File: src/rtl/seq_lock_pkg.sv
// seq_lock_pkg: state encoding and width helper shared by the lock design
package seq_lock_pkg;
  typedef enum logic [2:0] {
    ENTRY   = 3'd0,
    OPEN    = 3'd1,
    FAIL    = 3'd2,
    LOCKOUT = 3'd3,
    PROG    = 3'd4
  } state_t;
  function automatic int cw(input int n);
    return (n < 2) ? 1 : $clog2(n);
  endfunction
endpackage

File: src/rtl/rise_detect.sv
// rise_detect: per-bit rising-edge detector with a configurable previous-value reset
module rise_detect #(
  parameter int WIDTH = 1,
  parameter logic [WIDTH-1:0] RST_VAL = '1
) (
  input  logic             clk,
  input  logic             clr,
  input  logic [WIDTH-1:0] d,
  output logic [WIDTH-1:0] rise
);
  logic [WIDTH-1:0] prev;
  // previous value resets high so an input held through reset gives no edge
  always_ff @(posedge clk) prev <= clr ? RST_VAL : d;
  assign rise = d & ~prev;
endmodule

File: src/rtl/seq_lock.sv
// seq_lock: button-sequence lock with fail counting, timed lockout and code re-programming
module seq_lock
  import seq_lock_pkg::*;
#(
  parameter int NUM_BTN = 3,
  parameter int SEQ_LEN = 4,
  parameter logic [SEQ_LEN*cw(NUM_BTN)-1:0] DEFAULT_CODE = 8'h09,
  parameter int MAX_FAILS = 3,
  parameter int LOCKOUT_CYC = 1000
) (
  input  logic                          clk,
  input  logic                          clr,
  input  logic [NUM_BTN-1:0]            btn,
  input  logic                          check,
  input  logic                          prog,
  output logic                          blue,
  output logic                          red,
  output logic                          lockout,
  output logic [cw(SEQ_LEN+2)-1:0]      entry_cnt,
  output logic [cw(MAX_FAILS+1)-1:0]    fail_cnt
);
  localparam int IDX_W = cw(NUM_BTN);
  localparam int CW = SEQ_LEN * IDX_W;
  localparam int EW = cw(SEQ_LEN + 2);
  localparam int FW = cw(MAX_FAILS + 1);
  localparam int LW = cw(LOCKOUT_CYC);
  localparam logic [EW-1:0] LEN = EW'(SEQ_LEN);
  localparam logic [EW-1:0] SAT = EW'(SEQ_LEN + 1);
  localparam logic [EW-1:0] LAST = EW'(SEQ_LEN - 1);
  localparam logic [FW-1:0] FMAX = FW'(MAX_FAILS);
  localparam logic [LW-1:0] LEND = LW'(LOCKOUT_CYC - 1);
  state_t state;
  logic [CW-1:0] code, shadow, nshadow;
  logic [LW-1:0] lcnt;
  logic match, c_rise, p_rise, one;
  logic [NUM_BTN-1:0] b_rise;
  logic [IDX_W-1:0] idx, code_at;
  rise_detect #(.WIDTH(NUM_BTN), .RST_VAL('1)) u_btn (.clk(clk), .clr(clr), .d(btn), .rise(b_rise));
  rise_detect #(.WIDTH(1), .RST_VAL(1'b1)) u_check (.clk(clk), .clr(clr), .d(check), .rise(c_rise));
  rise_detect #(.WIDTH(1), .RST_VAL(1'b1)) u_prog (.clk(clk), .clr(clr), .d(prog), .rise(p_rise));
  assign one = $onehot(b_rise);
  // pressed index, expected code entry and shadow with the current slot overwritten
  always_comb begin
    idx = '0;
    code_at = '0;
    nshadow = shadow;
    for (int i = 0; i < NUM_BTN; i++) if (b_rise[i]) idx = IDX_W'(i);
    for (int i = 0; i < SEQ_LEN; i++) if (entry_cnt == EW'(i)) begin
      code_at = code[i*IDX_W +: IDX_W];
      nshadow[i*IDX_W +: IDX_W] = idx;
    end
  end
  // lock state machine with registered indicators and counters
  always_ff @(posedge clk) begin
    if (clr) begin
      state <= ENTRY;
      code <= DEFAULT_CODE;
      shadow <= '0;
      entry_cnt <= '0;
      fail_cnt <= '0;
      match <= 1'b1;
      lcnt <= '0;
      blue <= 1'b0;
      red <= 1'b0;
      lockout <= 1'b0;
    end else begin
      case (state)
        ENTRY: begin
          if (c_rise) begin
            if (entry_cnt == LEN && match) begin
              state <= OPEN;
              fail_cnt <= '0;
              blue <= 1'b1;
            end else if (fail_cnt + 1'b1 == FMAX) begin
              state <= LOCKOUT;
              fail_cnt <= FMAX;
              red <= 1'b1;
              lockout <= 1'b1;
              lcnt <= '0;
            end else begin
              state <= FAIL;
              fail_cnt <= fail_cnt + 1'b1;
              red <= 1'b1;
            end
          end else if (|b_rise) begin
            if (!one || entry_cnt >= LEN || idx != code_at) match <= 1'b0;
            if (entry_cnt != SAT) entry_cnt <= entry_cnt + 1'b1;
          end
        end
        OPEN: begin
          if (c_rise) begin
            state <= ENTRY;
            blue <= 1'b0;
            entry_cnt <= '0;
            match <= 1'b1;
          end else if (p_rise) begin
            state <= PROG;
            entry_cnt <= '0;
            match <= 1'b1;
          end
        end
        FAIL: begin
          if (c_rise) begin
            state <= ENTRY;
            red <= 1'b0;
            entry_cnt <= '0;
            match <= 1'b1;
          end
        end
        LOCKOUT: begin
          if (lcnt == LEND) begin
            state <= ENTRY;
            fail_cnt <= '0;
            red <= 1'b0;
            lockout <= 1'b0;
            entry_cnt <= '0;
            match <= 1'b1;
          end else lcnt <= lcnt + 1'b1;
        end
        PROG: begin
          if (c_rise) state <= OPEN;
          else if (one) begin
            shadow <= nshadow;
            if (entry_cnt == LAST) begin
              code <= nshadow;
              state <= ENTRY;
              blue <= 1'b0;
              entry_cnt <= '0;
              match <= 1'b1;
            end else entry_cnt <= entry_cnt + 1'b1;
          end
        end
        default: state <= ENTRY;
      endcase
    end
  end
endmodule

File: config.mk
export PLATFORM = sky130hd
export DESIGN_NAME = seq_lock
export DESIGN_NICKNAME = d
export VERILOG_FILES = /design/src/rtl/seq_lock_pkg.sv /design/src/rtl/rise_detect.sv /design/src/rtl/seq_lock.sv
export SDC_FILE = /design/constraint.sdc
export NUM_CORES = 1
export LEC_CHECK = 0
export CORE_MARGIN = 3
export CORE_UTILIZATION = 58
export DETAILED_ROUTE_END_ITERATION = 10
export GPL_TIMING_DRIVEN = 0
export MAX_ROUTING_LAYER = met4
export PLACE_DENSITY = 0.78
export SLEW_MARGIN = 10
export SYNTH_ARGS = -nofsm -noshare
export SYNTH_HDL_FRONTEND = slang
export SYNTH_SLANG_ARGS = --single-unit
File: constraint.sdc
create_clock -name clk -period 3.45 [get_ports clk]
set_input_delay 0.69 -clock clk [delete_from_list [all_inputs] [get_ports clk]]
set_output_delay 0.69 -clock clk [all_outputs]
set_load 0.01 [all_outputs]
* Word-level counts from Yosys, hierarchy flattened *
Index checks and enable logic that the tools add are counted.

cells by class
  order comparisons = 1
  $add $sub $neg = 5
  reductions and logical operators = 21
  bitwise logic cells = 7
  mux-type cells = 66
  eq/ne operators = 31

operators with widths
  operator               count
  $mux 3                 16
  $mux 10                4
  $ne 2x2->1 const B     15
  $pmux 3 s5             2
  $mux 2                 14
  $mux 1                 24
  $pmux 10 s2            1
  $reduce_and 5->1       3
  $eq 3x2->1 const B     4
  $ne 3x3->1 const B     4
  $add 10x1->10 const B  1
  $eq 10x10->1 const B   1
  $reduce_and 10->1      1
  $reduce_and 9->1       1
  $reduce_and 7->1       1
  $eq 3x1->1 const B     2
  $eq 3x3->1 const B     2
  $logic_not 3->1        2
  $pmux 1 s3             2
  $reduce_and 3->1       2
  $reduce_and 6->1       1
  $reduce_bool 3->1      2
  $pmux 1 s5             1
  $reduce_bool 5->1      1
  other kinds (20)       24

word-level totals
  output and inout bits = 8
  register bits after elaboration = 43
  input bits = 7

* Depth between registers and ports, before layout *
Gate-level depths: netlist (run 1).

  depth after elaboration = 12
  gate-level depth with buffers = 10
  mapped depth without buffers = 8

* Cells and area by module *
Synthesis (run 1) repeated with hierarchy kept, for this count alone.

second synthesis, totals
  cells, all modules = 264
  area, all modules = 2274.7 um^2

modules (own cells, without submodules)
  module                     cells each  area an instance (um^2)  instances
  seq_lock                   249         2112.0                   1
  rise_detect (u_btn)        9           97.6                     1
  rise_detect (u_check ...)  3           32.5                     2

* Worst setup path before layout (run 1) *
Ideal clock, no wire load.

  kind = in2reg
  start = input port btn[2]
  end = register code[0]
  cell stages on the path = 8
  required time = 3330 ps
  setup slack = 669 ps
  path buffers = 2
  library setup time = 120 ps
  arrival = 2661 ps
  cells stage by stage = nor2b_1 > buf_4 > inv_1 > fa_1 > nand2b_1 > or4b_4 > buf_6 > a211o_1

between the ends
  word-level cells in the longest chain between the ends = 4
  elaborated cells on any way between the ends = 6
  classes of those cells = add/sub (1); eq/ne (1); mux (2); bitwise (1); reduce/logical (1)

ends and longest elaborated chain
  item                               RTL line           source
  start, declared                    seq_lock.sv:13     input logic [NUM_BTN-1:0] btn,
  $and 3x3->3 *                      rise_detect.sv:14  assign rise = d & ~prev;
  $add 2x1->2 (implied by the code)  seq_lock.sv:41     assign one = $onehot(b_rise);
  $eq 2x1->1                         seq_lock.sv:41
  $reduce_and 4->1 (no line)         n/a
  end signal, assigned               seq_lock.sv:125    code <= nshadow;
  end, declared                      seq_lock.sv:33     logic [CW-1:0] code, shadow, nshadow;

Every way passes the cells marked *; elsewhere a longest branch is shown, timed or not.
A chain may end at the register's enable or synchronous reset.

* Worst setup path in the final report (run 1) *
  start = input port btn[2]
  end = register entry_cnt[2]

between the ends
  word-level cells in the longest chain between the ends = 5
  elaborated cells on any way between the ends = 7
  classes of those cells = add/sub (1); eq/ne (3); bitwise (1); reduce/logical (2)

ends and longest elaborated chain
  item                               RTL line           source
  $and 3x3->3 *                      rise_detect.sv:14
  $add 2x1->2 (implied by the code)  seq_lock.sv:41
  $eq 2x1->1                         seq_lock.sv:41
  $ne 2x2->1 (no line)               n/a
  $reduce_and 9->1 (no line) *       n/a
  end signal, assigned               seq_lock.sv:87     if (entry_cnt != SAT) entry_cnt <= entry_cnt + 1'b1;
  end signal, assigned               seq_lock.sv:130    end else entry_cnt <= entry_cnt + 1'b1;
  end, declared                      seq_lock.sv:19     output logic [cw(SEQ_LEN+2)-1:0] entry_cnt,

Marked as above.

==> results of run 1 <==
-- logic make-up after synthesis --
group / count (synthesis)
simple gates: 121
compound gates: 68
flops: 41
buf+inv: 28
fa+ha+maj: 9
mux: 8
xor+xnor: 5
-- worst max-delay path, stage by stage --
cell	delay, ns
clkdlybuf4s50_1	0.47
nor2b_1	0.13
buf_4	0.18
inv_1	0.13
fa_1	0.49
nor2b_1	0.26
nand3_1	0.11
a222oi_1	0.51
and2_1	0.26
a311oi_1	0.09
-- per-stage QoR --
stage / hold slack [ns] / total power, mW / area [sq um]
floorplan: 0.4332 / 0.6320 / 2282
global placement: 0.4439 / 0.6810 / 2482
detailed placement: 0.4476 / 0.6846 / 2482
CTS: 0.4594 / 0.9955 / 2569
global route: 0.4929 / 1.035 / 2569
finish: 0.4558 / 0.9905 / 2569
-- final cells by class --
cell class / count / area [sq um] / area share
inverters: 10 / 37.54 / 0.01461
clock inverters: 3 / 17.52 / 0.006819
flip-flops and latches: 41 / 820.8 / 0.3195
well taps: 48 / 60.06 / 0.02338
multi-input cells: 211 / 1336 / 0.5202
plain buffers: 18 / 87.58 / 0.03410
repair buffers: 14 / 140.1 / 0.05455
clock buffers: 5 / 68.82 / 0.02679
-- power by group through the flow --
stage                     combinational [mW]  sequential (mW)  clock, mW
final                                  0.182            0.494      0.314
after global routing                   0.202            0.497      0.337
after CTS                              0.180            0.495      0.321
after detailed placement               0.179            0.506          0
after global placement                 0.176            0.505          0
after floorplan                        0.125            0.507          0
-- registers in the layout, indices dropped and copies added, names as in the netlist --
signal and cells:
lcnt 10, code 8, shadow 6, entry_cnt 3, state 3, u_btn.prev 3
fail_cnt 2, blue 1, lockout 1, match 1, red 1, u_check.prev 1
u_prog.prev 1
-- metal layers --
layer,part of all wire,vias to the layer above,GRT usage
met5,0,-,-
met1,0.48,911,0.3065
met3,0.045,10,0.05348
met4,0.014,0,0.07786
met2,0.46,47,0.3600
li1,-,1050,-
-- Yosys cell counts, types with 2 or more instances --
| cell type | n | area share |
|---|---|---|
| and2_1 | 5 | 0.014 |
| inv_1 | 10 | 0.016 |
| nor3_1 | 7 | 0.015 |
| a211oi_1 | 4 | 0.013 |
| o311ai_0 | 2 | 0.0077 |
| a21o_1 | 2 | 0.0066 |
| nand4_1 | 8 | 0.022 |
| ha_1 | 8 | 0.044 |
| nand3b_1 | 3 | 0.0099 |
| nor3b_1 | 3 | 0.0099 |
| nor2b_1 | 6 | 0.016 |
| o31ai_1 | 3 | 0.0099 |
| buf_4 | 2 | 0.0066 |
| xor2_1 | 2 | 0.0077 |
| nor2_1 | 27 | 0.044 |
| a2111oi_0 | 2 | 0.0077 |
| dfxtp_1 | 41 | 0.36 |
| clkbuf_1 | 11 | 0.018 |
| o21ai_0 | 12 | 0.026 |
| a21oi_1 | 24 | 0.053 |
| buf_2 | 4 | 0.0088 |
| mux2i_1 | 8 | 0.035 |
| or2_2 | 6 | 0.016 |
| a211o_1 | 2 | 0.0077 |
| and3_1 | 3 | 0.0082 |
| nand3_1 | 13 | 0.029 |
| nand2b_1 | 8 | 0.022 |
| a41oi_1 | 2 | 0.0077 |
| nand2_1 | 21 | 0.035 |
| or3_1 | 3 | 0.0082 |
| a32oi_1 | 2 | 0.0077 |
| a311oi_1 | 2 | 0.0077 |
| xnor2_1 | 3 | 0.012 |
| a31oi_1 | 2 | 0.0055 |
-- final timing paths --
kind                 start      endpoint  slack [ns]  depth (start not counted)
min reg2reg      shadow[2]     shadow[2]        0.46                          2
min              shadow[2]     shadow[2]        0.46                          2
max                 btn[2]  entry_cnt[2]        0.30                         10
max reg2reg  u_btn.prev[2]  entry_cnt[2]        0.88                          9
==> metrics.txt, run 1 <==
wire per inst around 14 microns; post-synthesis compound-gate area fraction 0.1941; CP required 3.62 ns; Worst Path Max Fanout 10; status complete, no violations; relative max-transition margin 0.6094; Tcrit/Tclk final 0.9139; Sw Pwr approximately 0.29 mW; most frequent cells in the layout dfxtp_1 (41), nor2_1 (27), a21oi_1 (24); Post-Synth Adder-Cell Area 0.05263; Clk network pwr share 0.318; Synth Register Bits a little over 40; Initial Util 0.6141; Reg clk slew, reported paths around 0.08 ns; worst vdd ir 0.0003067 V; FP Rows 22; Starting DRT DRC Count 170; Startpoint Class input pin; initial antenna violation count 0; Setup Fix Bufs, Post-CTS 0; Die X-Extent ~70 microns; Logic pwr share 0.183; CTS root buffer clkbuf_8; die area between 4000 and 5000 sq um; number of flops mapped to enable cells by yosys 0; Vias approximately 2000; Core ar. approximately 3700 sq um; fraction of layout cells with a size suffix above 1 0.08278; clock latency on the worst-skew pair 0.30 ns; gpl congestion a little over 0.9; CP Class input pin to flip-flop; Area Growth Syn to Fin 12.55%; Via density 5.766; syn_nets between 200 and 300; Post-Syn Instances 280; overall global routing resource usage 0.2350; total of fill cells in the finished design between 300 and 400; syn_area_per_cell around 8.2 sq um; xor and xnor area share after synthesis 0.01919; antenna diode count 0; RSZ-0062 raised after global routing no; Synth cell types 53; Achievable Freq between 0.3 and 0.4 GHz; Final Skew 0.004862 ns; hold_buf cts 0; # DRC 0; Setup WS post-layout between 0.2 and 0.3 ns; register share of total power 0.499; FFs w/ async S/R, synth 0; Pwr Density ~390 nW/um^2; placed insts approximately 340; Max clock buf depth 2; largest family of logic cells by synthesized area simple AND/OR/NAND/NOR gates; simple-gate share of the synthesized area 0.2845; P_int about 0.7 mW; io pins 15; total congestion overflow 0; DP Worst Slack ~0.00054 ns; DIE HEIGHT about 69 microns; post-CTS sizing 0; I/O Buffers 14; CTS Buf Count 5; htree depth 2; antenna viol nets, final 0; Sw Share 0.2906; global-route wire length before repair about 8000 microns; final WL roughly 4900 microns; prevailing post-synth register cell dfxtp_1; CTS tree yes; largest net degree at the start of global routing 14; Finished Core Util 0.6912; fin crit period roughly 3.2 ns; Clock Sinks 41; crit end category flip-flop; Slew Limit Fails 0; Final Hold Fails 0; Leak between 0.8 and 0.9 nW; max-cap violations 0; number of global-route vias before repair about 1800; TritonRoute pass-1 iters 5; Syn. warnings 0; Synth Cell Area ~2300 sq um; Finished Layout Cells 350; Sum Neg Setup Slack 0 ns; DP HPWL between 3000 and 4000 microns; commonest non-fill, non-tap cell in the layout dfxtp_1; Seq/Total Area, Yosys 0.3596; post-synthesis mux area share 0.03509; # setup viols final 0; crit path DAT about 3.3 ns; Hold/Removal Path Class flip-flop to flip-flop; worst-margin pin slew between 0.5 and 0.6 ns; layout net count 317
Power figures use the tool's default switching activity.
==> inputs of run 2 (changes only) <==
--- a/config.mk
+++ b/config.mk
@@ -8,7 +8,6 @@
 export CORE_MARGIN = 3
 export CORE_UTILIZATION = 58
 export DETAILED_ROUTE_END_ITERATION = 10
-export GPL_TIMING_DRIVEN = 0
 export MAX_ROUTING_LAYER = met4
 export PLACE_DENSITY = 0.78
 export SLEW_MARGIN = 10
==> run 2 against run 1 <==
Compared with the run above:
- final cell count is 4.0% lower
- sequential cell count unchanged
- worst setup slack gained 0.22 ns
- largest power group unchanged
- combinational power down 8%
- highest routed layer unchanged
==> metrics.txt, run 2 (synthesis results as in run 1) <==
antenna viol nets, final 0; Area Growth Syn to Fin 9.868%; gpl congestion about 0.84; DP Worst Slack around 0.21 ns; global-route wire length before repair approximately 7700 microns; fin crit period approximately 2.9 ns; relative max-transition margin 0.6453; Die X-Extent between 60 and 70 microns; crit path DAT 3.10 ns; Startpoint Class input pin; Starting DRT DRC Count approximately 160; biggest regs lcnt (10), code (8), shadow (6); Worst Path Max Fanout 5; GR Util met2 0.3409; total congestion overflow 0; number of global-route vias before repair between 1500 and 2000; Vias around 2000; Top delay family on crit path simple AND/OR/NAND/NOR gates; CTS root buffer clkbuf_8; Initial Util 0.6141; Final Total Pwr 0.9797 mW; worst setup path start btn[2]; Via density slightly below 6; CP max-delay cell fa_1; Hold WS about 0.46 ns; DIE HEIGHT 68.73 microns; r2r setup slk about 1.1 ns; hold_buf cts 0; Max clock buf depth 2; Final Skew just over 0.007 ns; FF-to-FF Start u_btn.prev[2]; CP peak stage delay 0.48 ns; status complete, no violations; Achievable Freq roughly 0.34 GHz; DP HPWL around 3200 microns; Area after DPL between 2000 and 2500 sq um; die area roughly 4700 sq um; TritonRoute pass-1 iters 4; post-CTS sizing 0; Final Hold Fails 0; Reg clk slew, reported paths about 0.080 ns; Hold/Removal Path Class flip-flop to flip-flop; Buf+Inv Stages, Crit Path 2; htree depth 2; layout net count about 300; Slew Limit Fails 0; grt met3 use 0.05348; # setup viols final 0; # DRC 0; wire per inst roughly 14 microns; GR Util met1 0.2917; Pwr Density ~390 nW/um^2; total of fill cells in the finished design approximately 320; max reg flops 10; CTS tree yes; Setup WS post-layout between 0.5 and 0.6 ns; CP Class input pin to flip-flop; FP Rows 22; cell area after layout around 2500 sq um; Core ar. between 3000 and 4000 sq um; Finished Core Util 0.6747; hold_sp lockout; crit end category flip-flop; initial antenna violation count 0; busiest grt layer met2; commonest non-fill, non-tap cell in the layout dfxtp_1; worst-margin pin slew roughly 0.53 ns; I/O Buffers 14; CP required 3.62 ns; most frequent cells in the layout dfxtp_1 (41), nor2_1 (27), a21oi_1 (24); placed insts 328; worst path cell trace clkdlybuf4s50_1 > nor2b_1 > inv_1 > fa_1 > nor2b_1 > nand3_1 > a222oi_1 > and2_1 > a311oi_1; Leak just under 0.9 nW; largest net degree at the start of global routing 36; CTS Buf Count 5; RSZ-0062 raised after global routing no; antenna diode count 0; io pins 15; max-cap violations 0; Sum Neg Setup Slack 0 ns; Setup Fix Bufs, Post-CTS 0; Finished Layout Cells 336; overall global routing resource usage 0.2214; clock latency on the worst-skew pair roughly 0.30 ns; Biggest register lcnt; worst vdd ir ~0.00024 V; cell mode on critical path nor2b_1; final WL roughly 4600 microns; fraction of layout cells with a size suffix above 1 0.07292; Tcrit/Tclk final 0.8494; Clock Sinks between 40 and 50
run 2: cell types whose count changed in the layout (fill, tap and decap cells not counted):
cell        previous run  this run
clkbuf_1              11         1
buf_6                  1         0
buf_2                  4         0
clkinvlp_4             1         0
buf_4                  2         4
run 2: worst paths after layout:
check / to / cells after the start
worst max-delay path: entry_cnt[2] / 9
worst max register to register: entry_cnt[2] / 8
worst min-delay path: lockout / 2
worst min register to register: lockout / 2
run 2: cell type report:
type,instances,area (sq um),share of cell area
repair buffers,18,170.2,0.06786
clock buffers,6,72.57,0.02894
clock inverters,2,10.01,0.003992
multi-input cells,211,1336,0.5329
inverters,10,37.54,0.01497
flip-flops and latches,41,820.8,0.3273
well taps,48,60.06,0.02395
run 2: worst reg2reg max path, delay by kind of cell (launching register included):
| family | cells | cell delay (ns) |
|---|---|---|
| fa+ha+maj | 1 | 0.48 |
| flops | 1 | 0.30 |
| buf+inv | 1 | 0.13 |
| simple gates | 4 | 0.74 |
| compound gates | 2 | 0.56 |
run 2: report_power, final:
| group | total, mW | switching, mW | internal [mW] |
|---|---|---|---|
| Clock | 0.311 | 0.170 | 0.140 |
| Sequential | 0.502 | 0.0166 | 0.485 |
| Combinational | 0.167 | 0.0924 | 0.0748 |
| Total | 0.980 | 0.279 | 0.701 |
run 2: routing by layer:
metal	wire length, microns	vias up
li1	-	1013
met1	2165	912
met2	2135	36
met3	203	5
met4	52	0
met5	0	-
==> inputs of run 3 (changes only) <==
==> constraint.sdc (replaced) <==
create_clock -name clk -period 2.9 [get_ports clk]
set_input_delay 0.58 -clock clk [delete_from_list [all_inputs] [get_ports clk]]
set_output_delay 0.58 -clock clk [all_outputs]
set_load 0.01 [all_outputs]
==> run 3 against run 2 <==
Compared with the run above:
- register-to-register slack got worse by 0.45 ns
- non-clock buffer count increased by 9
- sequential share of layout area decreased by 1.3 points
- via count increased by 3.9%
- hold slack about the same
- final cell count increased by 2.7%
- power increased by 31%
- combinational power increased by 29%
- critical path depth increased by 1
- clock power increased by 51%
- critical endpoint unchanged
==> metrics.txt, run 3 (synthesis results as in run 1) <==
Initial Util 0.6141; global-route wire length before repair just over 8000 microns; fin crit period between 2 and 3 ns; worst r2r path cells 8; gpl congestion roughly 0.87; Worst Path Max Fanout 4; status complete, no violations; biggest regs lcnt (10), code (8), shadow (6); commonest non-fill, non-tap cell in the layout dfxtp_1; Finished Layout Cells ~350; Slew Limit Fails 0; I/O Buffers 14; htree depth 2; hold_buf cts 0; initial antenna violation count 0; Hold Path Cell Cnt 2; DIE HEIGHT 68.73 microns; DP Worst Slack -0.1448 ns; overall global routing resource usage 0.2327; FP Rows 22; FF-to-FF Start u_btn.prev[1]; register share of total power 0.467; relative max-transition margin 0.6167; CP peak stage delay 0.49 ns; Die X-Extent 68.73 microns; wire per inst approximately 14 microns; worst-margin pin slew 0.5742 ns; worst setup path start btn[2]; busiest grt layer met2; P_int roughly 0.93 mW; Via density 5.922; antenna viol nets, final 0; RSZ-0062 raised after global routing no; Logic pwr share 0.168; r2r setup slk ~0.65 ns; max-cap violations 0; Final Total Pwr 1.282 mW; CP max-delay cell fa_1; worst vdd ir 0.0003113 V; crit path DAT 2.87 ns; CP required 3.07 ns; # DRC 0; CTS tree yes; TritonRoute pass-1 iters 5; GR Util met2 0.3826; Sw Pwr about 0.35 mW; Area Growth Syn to Fin 14.36%; Max clock buf depth 2; end of the worst register-to-register path entry_cnt[2]; largest net degree at the start of global routing 24; GR Util met1 0.2933; number of global-route vias before repair around 1800; Hold/Removal Path Class flip-flop to flip-flop; Leak 0.9185 nW; crit end category flip-flop; CTS root buffer clkbuf_8; layout net count approximately 310; most frequent cells in the layout dfxtp_1 (41), nor2_1 (27), a21oi_1 (24); Sum Neg Setup Slack 0 ns; Sw Share 0.2713; Final Hold Fails 0; CTS Buf Count 5; clock latency on the worst-skew pair 0.30 ns; Reg clk slew, reported paths 0.08 ns; CP Class input pin to flip-flop; final WL slightly below 5000 microns; total of fill cells in the finished design roughly 320; Biggest register lcnt; max reg flops 10; Startpoint Class input pin; grt met3 use 0.03404; Vias 2043; Achievable Freq 0.3699 GHz; placed insts ~340; worst path cell trace clkdlybuf4s50_1 > nor2b_1 > inv_1 > fa_1 > nor2b_2 > nand3_1 > a222oi_1 > buf_4 > and2_1 > a311oi_1; # setup viols final 0; hold_sp shadow[0]; antenna diode count 0; total congestion overflow 0; Starting DRT DRC Count around 180; io pins 15; Tcrit/Tclk final 0.9323; Min-Delay Endpoint shadow[0]; Core ar. about 3700 sq um; Setup WS post-layout 0.1963 ns; DP HPWL about 3600 microns; die area ~4700 sq um; Clock Sinks 41; Clk network pwr share 0.366; fraction of layout cells with a size suffix above 1 0.1077; Pwr Density 491.2 nW/um^2; Final Skew approximately 0.011 ns
[run 3: final cells by class]
cell class / instances / area, sq um / area share
clock buffer: 5 / 68.82 / 0.02637
clock inverter: 3 / 46.29 / 0.01774
inverter: 10 / 37.54 / 0.01438
multi-input combinational: 211 / 1339 / 0.5129
sequential: 41 / 820.8 / 0.3145
tap: 48 / 60.06 / 0.02301
timing repair buffer: 27 / 237.7 / 0.09108
[run 3: worst max-delay path: cells and delay by family]
family	cells	cell delay (ns)
buffers and inverters	3	0.73
and+or+nand+nor	4	0.67
AOI/OAI and AO/OA	2	0.42
adders and majority gates	1	0.49
[run 3: what timing repair did]
item                                    4_1_cts  5_1_grt
setup buffers                                 0        1
gates resized for setup                       0        1
endpoints found under the setup margin        0        3
[run 3: power by group through the flow]
stage | Sequential, mW | Clock [mW] | Combinational (mW)
after detailed placement | 0.610 | 0 | 0.209
after global routing | 0.601 | 0.492 | 0.239
final | 0.598 | 0.469 | 0.215
after global placement | 0.610 | 0 | 0.205
after CTS | 0.597 | 0.480 | 0.211
after floorplan | 0.603 | 0 | 0.149
[run 3: worst max-delay path by stage]
| stage | slack (ns) | to |
|---|---|---|
| after global placement | -0.02 | entry_cnt[2] |
| after detailed placement | -0.14 | entry_cnt[2] |
| after global routing | 0.02 | entry_cnt[2] |
| after CTS | 0.17 | entry_cnt[2] |
| final | 0.20 | entry_cnt[2] |
| after floorplan | 0.23 | code[0] |
[run 3: metrics by stage]
step           hold slack [ns]    util  cell area (sq um)
3_3_place_gp            0.4439  0.6687               2485
2_1_floorplan           0.4332       -               2282
4_1_cts                 0.4611  0.6997               2600
5_1_grt                 0.4872  0.7024               2610
6_report                0.4591  0.7024               2610
3_5_place_dp            0.4500  0.6687               2485
[run 3: per-layer routing]
layer  vias up  share of wire
li1       1032              -
met1       956           0.46
met2        47           0.48
met3         8          0.047
met4         0          0.012
met5         -              0
